**src/rtl/keypad_encoder.sv**
```systemverilog
// 4x3 matrix keypad scanner with two-flop row synchronizer, press/release debounce and strobe.
// Optional macro KEYPAD_SPECIAL_KEYS_EN: report * as 11 and # as 12 instead of "no key".
module keypad_encoder #(
  parameter int SCAN_CYCLES    = 4,
  parameter int DEBOUNCE_SCANS = 3
) (
  input  logic       clock,
  input  logic       reset,
  input  logic [3:0] row,
  output logic [2:0] col,
  output logic [3:0] key,
  output logic       key_strobe
);

  localparam logic [3:0] KEY_NONE  = 4'd10;
  localparam logic [3:0] CYC_LAST  = 4'(SCAN_CYCLES - 1);
  localparam logic [2:0] DB_TARGET = 3'(DEBOUNCE_SCANS);

  typedef enum logic [1:0] {IDLE, PRESS_DB, PRESSED, RELEASE_DB} state_t;

  logic [3:0] r_row_s1, r_row_s2;
  logic [3:0] r_cyc;
  logic [1:0] r_colidx;
  logic [1:0] r_hits;
  logic [3:0] r_code;
  state_t     r_state, w_state_nx;
  logic [3:0] r_cand, w_cand_nx;
  logic [2:0] r_cnt, w_cnt_nx;
  logic [3:0] r_key, w_key_nx;
  logic       r_strobe, w_strobe_nx;

  logic       w_dwell_end, w_scan_done;
  logic [2:0] w_col_hits, w_prev_hits, w_total;
  logic [3:0] w_col_code, w_acc_code, w_result;
  logic [1:0] w_acc_hits;

  function automatic logic [2:0] low_count(input logic [3:0] rows);
    logic [2:0] n;
    n = 3'd0;
    for (int i = 0; i < 4; i++) n = n + {2'b00, ~rows[i]};
    return n;
  endfunction

  // Code of the lowest-numbered low row in column c; only meaningful when exactly one row is low.
  function automatic logic [3:0] key_code(input logic [3:0] rows, input logic [1:0] c);
    logic [3:0] code;
    code = KEY_NONE;
    for (int r = 3; r >= 0; r--) begin
      if (!rows[r]) begin
        if (r == 3) begin
          case (c)
            2'd1:    code = 4'd0;
`ifdef KEYPAD_SPECIAL_KEYS_EN
            2'd0:    code = 4'd11;
            2'd2:    code = 4'd12;
`endif
            default: code = KEY_NONE;
          endcase
        end else begin
          code = 4'(r * 3) + {2'b00, c} + 4'd1;
        end
      end
    end
    return code;
  endfunction

  always_ff @(posedge clock or negedge reset) begin
    if (!reset) begin
      r_row_s1 <= 4'hF;
      r_row_s2 <= 4'hF;
    end else begin
      r_row_s1 <= row;
      r_row_s2 <= r_row_s1;
    end
  end

  assign w_dwell_end = (r_cyc == CYC_LAST);
  assign w_scan_done = w_dwell_end && (r_colidx == 2'd2);

  always_ff @(posedge clock or negedge reset) begin
    if (!reset) begin
      r_cyc    <= 4'd0;
      r_colidx <= 2'd0;
    end else if (w_dwell_end) begin
      r_cyc    <= 4'd0;
      r_colidx <= (r_colidx == 2'd2) ? 2'd0 : r_colidx + 2'd1;
    end else begin
      r_cyc <= r_cyc + 4'd1;
    end
  end

  always_comb begin
    case (r_colidx)
      2'd0:    col = 3'b110;
      2'd1:    col = 3'b101;
      default: col = 3'b011;
    endcase
  end

  // Per-scan accumulation: col0 starts fresh, hit count saturates at 2 (= multi).
  assign w_col_hits  = low_count(r_row_s2);
  assign w_col_code  = key_code(r_row_s2, r_colidx);
  assign w_prev_hits = (r_colidx == 2'd0) ? 3'd0 : {1'b0, r_hits};
  assign w_total     = w_prev_hits + w_col_hits;
  assign w_acc_hits  = (w_total >= 3'd2) ? 2'd2 : w_total[1:0];
  assign w_acc_code  = (w_col_hits == 3'd1) ? w_col_code :
                       ((r_colidx == 2'd0) ? KEY_NONE : r_code);
  assign w_result    = (w_total == 3'd1) ? w_acc_code : KEY_NONE;

  always_ff @(posedge clock or negedge reset) begin
    if (!reset) begin
      r_hits <= 2'd0;
      r_code <= KEY_NONE;
    end else if (w_dwell_end) begin
      r_hits <= w_acc_hits;
      r_code <= w_acc_code;
    end
  end

  always_ff @(posedge clock or negedge reset) begin
    if (!reset) begin
      r_state  <= IDLE;
      r_cand   <= KEY_NONE;
      r_cnt    <= 3'd0;
      r_key    <= KEY_NONE;
      r_strobe <= 1'b0;
    end else begin
      r_state  <= w_state_nx;
      r_cand   <= w_cand_nx;
      r_cnt    <= w_cnt_nx;
      r_key    <= w_key_nx;
      r_strobe <= w_strobe_nx;
    end
  end

  always_comb begin
    w_state_nx  = r_state;
    w_cand_nx   = r_cand;
    w_cnt_nx    = r_cnt;
    w_key_nx    = r_key;
    w_strobe_nx = 1'b0;
    if (w_scan_done) begin
      case (r_state)
        IDLE: begin
          if (w_result != KEY_NONE) begin
            w_cand_nx  = w_result;
            w_cnt_nx   = 3'd1;
            w_state_nx = PRESS_DB;
          end
        end
        PRESS_DB: begin
          if (w_result == KEY_NONE) begin
            w_cnt_nx   = 3'd0;
            w_key_nx   = KEY_NONE;
            w_state_nx = IDLE;
          end else if (w_result == r_cand) begin
            if (r_cnt >= DB_TARGET - 3'd1) begin
              w_cnt_nx    = DB_TARGET;
              w_key_nx    = r_cand;
              w_strobe_nx = 1'b1;
              w_state_nx  = PRESSED;
            end else begin
              w_cnt_nx = r_cnt + 3'd1;
            end
          end else begin
            w_cand_nx = w_result;
            w_cnt_nx  = 3'd1;
          end
        end
        PRESSED: begin
          if (w_result != r_key) begin
            w_cnt_nx   = 3'd1;
            w_state_nx = RELEASE_DB;
          end
        end
        RELEASE_DB: begin
          if (w_result == r_key) begin
            w_cnt_nx   = DB_TARGET;
            w_state_nx = PRESSED;
          end else if (r_cnt >= DB_TARGET - 3'd1) begin
            w_cnt_nx   = 3'd0;
            w_key_nx   = KEY_NONE;
            w_state_nx = IDLE;
          end else begin
            w_cnt_nx = r_cnt + 3'd1;
          end
        end
        default: w_state_nx = IDLE;
      endcase
    end
  end

  assign key        = r_key;
  assign key_strobe = r_strobe;

endmodule

```
**config.mk**
```make
export PLATFORM = sky130hd
export DESIGN_NAME = keypad_encoder
export DESIGN_NICKNAME = d
export VERILOG_FILES = /design/src/rtl/keypad_encoder.sv
export SDC_FILE = /design/constraint.sdc
export NUM_CORES = 1
export LEC_CHECK = 0
export ABC_AREA = 1
export BUFFER_PORTS_ARGS = -buffer_cell sky130_fd_sc_hd__buf_4
export CAP_MARGIN = 20
export CORE_MARGIN = 2
export CORE_UTILIZATION = 35
export CTS_CLUSTER_SIZE = 8
export DETAILED_ROUTE_END_ITERATION = 12
export GPL_TIMING_DRIVEN = 0
export PLACE_DENSITY_LB_ADDON = 0.05
export SLEW_MARGIN = 10
export SYNTH_ARGS = -nofsm -noshare
export SYNTH_HDL_FRONTEND = slang
export SYNTH_SLANG_ARGS = --single-unit
```
**constraint.sdc**
```tcl
create_clock -name clock -period 3.4 [get_ports clock]
set_clock_uncertainty 0.05 [all_clocks]
set_input_delay 0.68 -clock clock [delete_from_list [all_inputs] [get_ports clock]]
set_output_delay 0.68 -clock clock [all_outputs]
set_load 0.05 [all_outputs]
```
After elaboration in Yosys (flattened, before gate mapping)
Cells that the tools add are included.
{"block": "totals", "register_bits": 34, "in_bits": 6, "output_inout_bits": 8, "wordCells": 104}
{"block": "classes", "add_sub_neg": 12, "bitwise": 4, "muxes": 44, "order_cmp": 2, "reduce_logical": 9, "n_eq_ne": 22}
{"cell": "$mux 4", "n": 17}
{"cell": "$mux 3", "n": 7}
{"cell": "$mux 2", "n": 10}
{"cell": "$pmux 4 s2", "n": 2}
{"cell": "$ne 2x2->1 const B", "n": 6}
{"cell": "$pmux 3 s4", "n": 1}
{"cell": "$reduce_and 6->1", "n": 2}
{"cell": "$ne 3x3->1 const B", "n": 3}
{"cell": "$add 4x1->4 const B", "n": 2}
{"cell": "$eq 4x4->1", "n": 2}
{"cell": "$pmux 2 s4", "n": 1}
{"cell": "$eq 2x2->1 const B", "n": 3}
{"cell": "$eq 3x1->1 const B", "n": 2}
{"cell": "$ge 3x2->1 const B", "n": 2}
{"cell": "$pmux 3 s2", "n": 1}
{"cell": "$mux 1", "n": 5}
{"cell": "$reduce_and 5->1", "n": 1}
{"cell": "$add 3x1->4 const B", "n": 1}
{"cell": "$add 3x2->4 const A", "n": 1}
{"cell": "$eq 2x1->1 const B", "n": 2}
{"cell": "$eq 4x2->1 const B", "n": 1}
{"cell": "$eq 4x4->1 const B", "n": 1}
{"cell": "$logic_not 2->1", "n": 2}
{"cell": "$ne 4x4->1", "n": 1}
{"cell": "other kinds (13)", "n": 17}

Logic depth before layout (Yosys ltp)
{"block": "depth", "word_depth": 13, "depth_mapped": 22, "mapped_depth_nobuf": 21}

Worst setup path before layout
No wires, ideal clock.
{"block": "synth_path", "path_type": "flip-flop to flip-flop", "startpoint": "register r_row_s2[0]", "endpoint": "register r_key[0] (netlist: key[0])", "arrival_ns": 3.112, "period_less_slack_ns": 3.227, "path_stages_with_launch": 18, "n_path_buf": 1, "setup_ns": 0.065, "required_time_ns": 3.285, "path_slack_ns": 0.173, "path_cell_list": "dfstp_2 fa_1 inv_1 ha_1 ha_1 inv_2 fa_1 nand2_1 nor2_4 buf_6 nand3_1 nand2_1 nand3_2 o21ai_2 inv_2 nand2_2 nand2_1 nand2_1"}
{"block": "synth_via", "elab_chain_len": 10, "elab_cells_between_ends": 19, "classes_between": "add/sub (4); eq/ne (8); mux (5); bitwise (1); reduce/logical (1)"}
{"item": "from (decl)", "line": "21", "source": "logic [3:0] r_row_s1, r_row_s2;"}
{"item": "from (signal assigned)", "line": "73", "source": "r_row_s2 <= r_row_s1;"}
{"item": "$not 1->1", "line": "40", "source": "for (int i = 0; i < 4; i++) n = n + {2'b00, ~rows[i]};"}
{"item": "$add 1x1->2", "line": "40"}
{"item": "$add 2x1->3", "line": "40"}
{"item": "$add 3x1->3", "line": "40"}
{"item": "$add 2x3->3 or $eq 3x1->1 (tied branches)", "line": "104, 106"}
{"item": "$eq 3x1->1 or $mux 4 (tied branches)", "line": "108, 106"}
{"item": "$mux 4 *", "line": "108", "source": "assign w_result = (w_total == 3'd1) ? w_acc_code : KEY_NONE;"}
{"item": "$eq 4x4->1 (on tied branches)", "line": "152, 156, 177"}
{"item": "$ne 3x3->1 (no source line), or another cell as far along"}
{"item": "$reduce_and 6->1 (no source line) or $pmux 4 s2 (tied branches)"}
{"item": "to (signal assigned)", "line": "131", "source": "r_key <= w_key_nx;"}
{"item": "to (decl)", "line": "29", "source": "logic [3:0] r_key, w_key_nx;"}
Every way passes the cells marked *; elsewhere a longest branch is shown, timed or not.
A chain may end at the register's enable or synchronous reset.

Final worst setup path
{"block": "layout_path", "startpoint": "register r_row_s2[1]", "endpoint": "register r_cand[3]"}
{"block": "layout_via", "elab_chain_len": 10, "elab_cells_between_ends": 22, "classes_between": "add/sub (4); eq/ne (8); mux (8); bitwise (1); reduce/logical (1)"}
{"item": "$not 1->1", "line": "40"}
{"item": "$add 1x1->2", "line": "40"}
{"item": "$add 2x1->3", "line": "40"}
{"item": "$add 3x1->3", "line": "40"}
{"item": "$add 2x3->3 or $eq 3x1->1 (tied branches)", "line": "104, 106"}
{"item": "$eq 3x1->1 or $mux 4 (tied branches)", "line": "108, 106"}
{"item": "$mux 4 *", "line": "108"}
{"item": "$eq 4x4->1, or another cell as far along", "line": "156", "source": "end else if (w_result == r_cand) begin"}
{"item": "$ne 2x2->1 (no source line) or $mux 4 (tied branches)"}
{"item": "$reduce_and 5->1 (no source line) or $pmux 4 s2 (tied branches)"}
{"item": "to (signal assigned)", "line": "129", "source": "r_cand <= w_cand_nx;"}
{"item": "to (decl)", "line": "27", "source": "logic [3:0] r_cand, w_cand_nx;"}
Every way passes the cells marked *; elsewhere a longest branch is shown, timed or not. The select of a mux whose other input is x is not followed.

==> metrics.txt <==
Vias/cell=4.66; M1 WL=2.43 mm; Yosys cell types=35; Core Area=5960 µm²; DRT antenna net count=0; slew of the pin with the lowest slew margin=0.683 ns; clk slew on worst S/H paths=0.08 ns; # nets final=331; Mapped Area=2170 µm²; final slew viol count=0; R2R setup slack=-0.08 ns; number of remaining DRC errors=0; final hold violations=0; post-synthesis mux area share=0; area post-placement=2360 µm²; final cell count without fillers=388; PortBufs=13; Post-synth EDFFs=0; Final GP Congestion=0.834; design area=2770 µm²; Setup crit start kind=flop; kind of critical path=flop to flop; leakage=1.34 nW; initial antenna violation count=0; vias in the first global route=1627; CTS tree=built; highest layer used for signal routing=met4; Pre-antenna DRT Iters=4; failing checks=negative setup slack; clk sinks=34; met2 wire length=2.15 mm; Setup Viol. Count Final=13; WL met3=148 µm; largest net degree at the start of global routing=35; hold_buf cts=0; Syn. warnings=0; setup ws final=-0.0823 ns; simple-gate share of the synthesized area=0.363; unrepaired setup endpoints after global routing=yes; Critical Path Max Stage Delay=0.56 ns; final setup TNS=-0.638 ns; crit-path cells=fa_1, inv_2, ha_4, ha_4, inv_4, fa_1, nand2_2, nor2_4, buf_6, buf_4, nand3_1, nand2_2, nand3_4, o21ai_4, nor2_2, a21oi_1; Starting Density=0.365; Max Freq=287 MHz; Routed WL=4.81 mm; Avg Cell Area, Syn=7.87 µm²; Yosys reg bits=34; DIE AREA=6850 µm²; Reg-to-Reg End=r_cand[3]; Vias=1807; first-pass GRT wire length=7.69 mm; H-tree depth=2; Area growth syn-to-layout=27.3%; Root Driver=clkbuf_8; net count after synthesis=295; Synth Area in Adders=0.0818; Synth area leader=dfrtp_1; Crit Path Max Fanout=8; cts bufs inserted=5; WP data arrival=3.65 ns; status=finished with violations; site row count=28; Tot GR Track Use=0.150; top-count cell post-synth=nand2_1; Max Cap Violations=0; final core utilization=0.464; CP endpoint kind=flop; GRT overflow=0; clock period minus final worst setup slack=3.48 ns; clock latency on the worst-skew pair=0.29 ns; die width=82.8 µm; Slowest cell on crit path=fa_1; Synth Area in XOR/XNOR=0.00403; Slew headroom=0.543; top cells by area, synth=dfrtp_1, dfstp_2, nand2_1; Hold Path Class=input pin to async pin; asr flop ratio synth=1.00; worst vdd ir=0.284 mV; share of layout cells above drive strength 1=0.364; HPWL Detailed=3.32 mm; placed cell count=364; R2R depth=16; Post-Syn Instances=276; share of the yosys chip area belonging to registers=0.400; pwr/cell area=549 nW/µm²; Die Ht=82.8 µm; DR iter-0 viols=91; main combinational cell family by area after synthesis=simple AND/OR/NAND/NOR gates; top cells by count, synth=nand2_1, inv_1, nor2_1; Compound-Gate Fraction of Synth Area=0.0732; Synth top area share=0.230; worst path required time=3.57 ns; total I/O pin count=14; Clock Path Buffers=2; Inserted Diodes=0; dpl ws=-0.145 ns; RR Startpoint=r_row_s2[1]; most used flip-flop cell after synthesis=dfrtp_1; drt wl/cell=12.4 µm; period utilization=1.02
[per-layer routing]
layer  up-vias  track usage
met5         -            0
met4         0       0.0475
met3         9       0.0379
met2        19        0.224
met1       834        0.212
li1        945            -
[critical path, delay by kind of cell (launching register included)]
| kind | cells | cell delay, ns |
|---|---|---|
| flip-flops | 1 | 0.39 |
| adder cells (fa/ha/maj) | 4 | 1.52 |
| AND/OR/NAND/NOR | 6 | 0.66 |
| AO/OA/AOI/OAI | 2 | 0.42 |
| buffers and inverters | 4 | 0.36 |
[state kept, by name, indices dropped and copies added (netlist names)]
register    count
r_code          4
r_cand          4
r_row_s1        4
key_strobe      1
r_cyc           4
key             4
r_row_s2        4
r_hits          2
r_colidx        2
r_state         2
r_cnt           3
[power breakdown]
part           internal, W  switching, W  total, W
sequential        0.000501     0.0000617  0.000562
clock             0.000218      0.000164  0.000383
combinational     0.000217      0.000356  0.000573
total             0.000936      0.000582   0.00152
[worst max-delay path by stage]
| stage | startpoint | to | slack, ns | cells after the start |
|---|---|---|---|---|
| after floorplan | r_row_s2[0] | key[0] | 0.17 | 17 |
| after global placement | r_row_s2[0] | r_state[0] | -0.18 | 15 |
| after detailed placement | r_row_s2[0] | r_state[0] | -0.15 | 15 |
| after CTS | r_row_s2[0] | key[1] | -0.001 | 17 |
| after global routing | r_row_s2[1] | r_state[0] | -0.22 | 18 |
| final | r_row_s2[1] | r_cand[3] | -0.08 | 16 |
[layout make-up]
type	instances	area, µm²
fill	622	3190
multi-input combinational	199	1290
sequential	34	868
timing repair buffer	29	229
inverter	40	153
tap	75	93.8
clock buffer	5	68.8
clock inverter	3	45.0
buffer	3	20.0
[layout by cell type (no fill, tap or decap), types with 5 or more instances in the layout]
master / count
nand2_1: 65
inv_1: 32
buf_4: 26
nor2_1: 22
nand2_2: 20
dfrtp_1: 20
nand3_1: 15
dfstp_2: 14
ha_1: 9
inv_2: 7
nor2_4: 6
nand4_1: 6
nand2_4: 6
a21oi_1: 5
o21ai_0: 5
clkbuf_8: 5
[cell families (layout without fill, tap and decap cells)]
logic type,after synthesis,count (layout)
AND/OR/NAND/NOR,160,160
AO/OA/AOI/OAI,25,25
flip-flops,34,34
adder cells (fa/ha/maj),13,13
XOR/XNOR,1,1
buffers and inverters,43,80
[metrics by stage]
stage	total power [W]	hold slack, ns
after global placement	0.00101	0.296
after floorplan	0.000906	0.295
after CTS	0.00143	0.299
after detailed placement	0.00101	0.297
after global routing	0.00162	0.316
final	0.00152	0.283
[what timing repair did]
action                                  4_1_cts  5_1_grt
buffers inserted                              5       12
gates resized for setup                       4       38
pin swaps                                     6       25
endpoints found under the setup margin       14       14
Note: power is estimated with default switching activity, not from simulation.
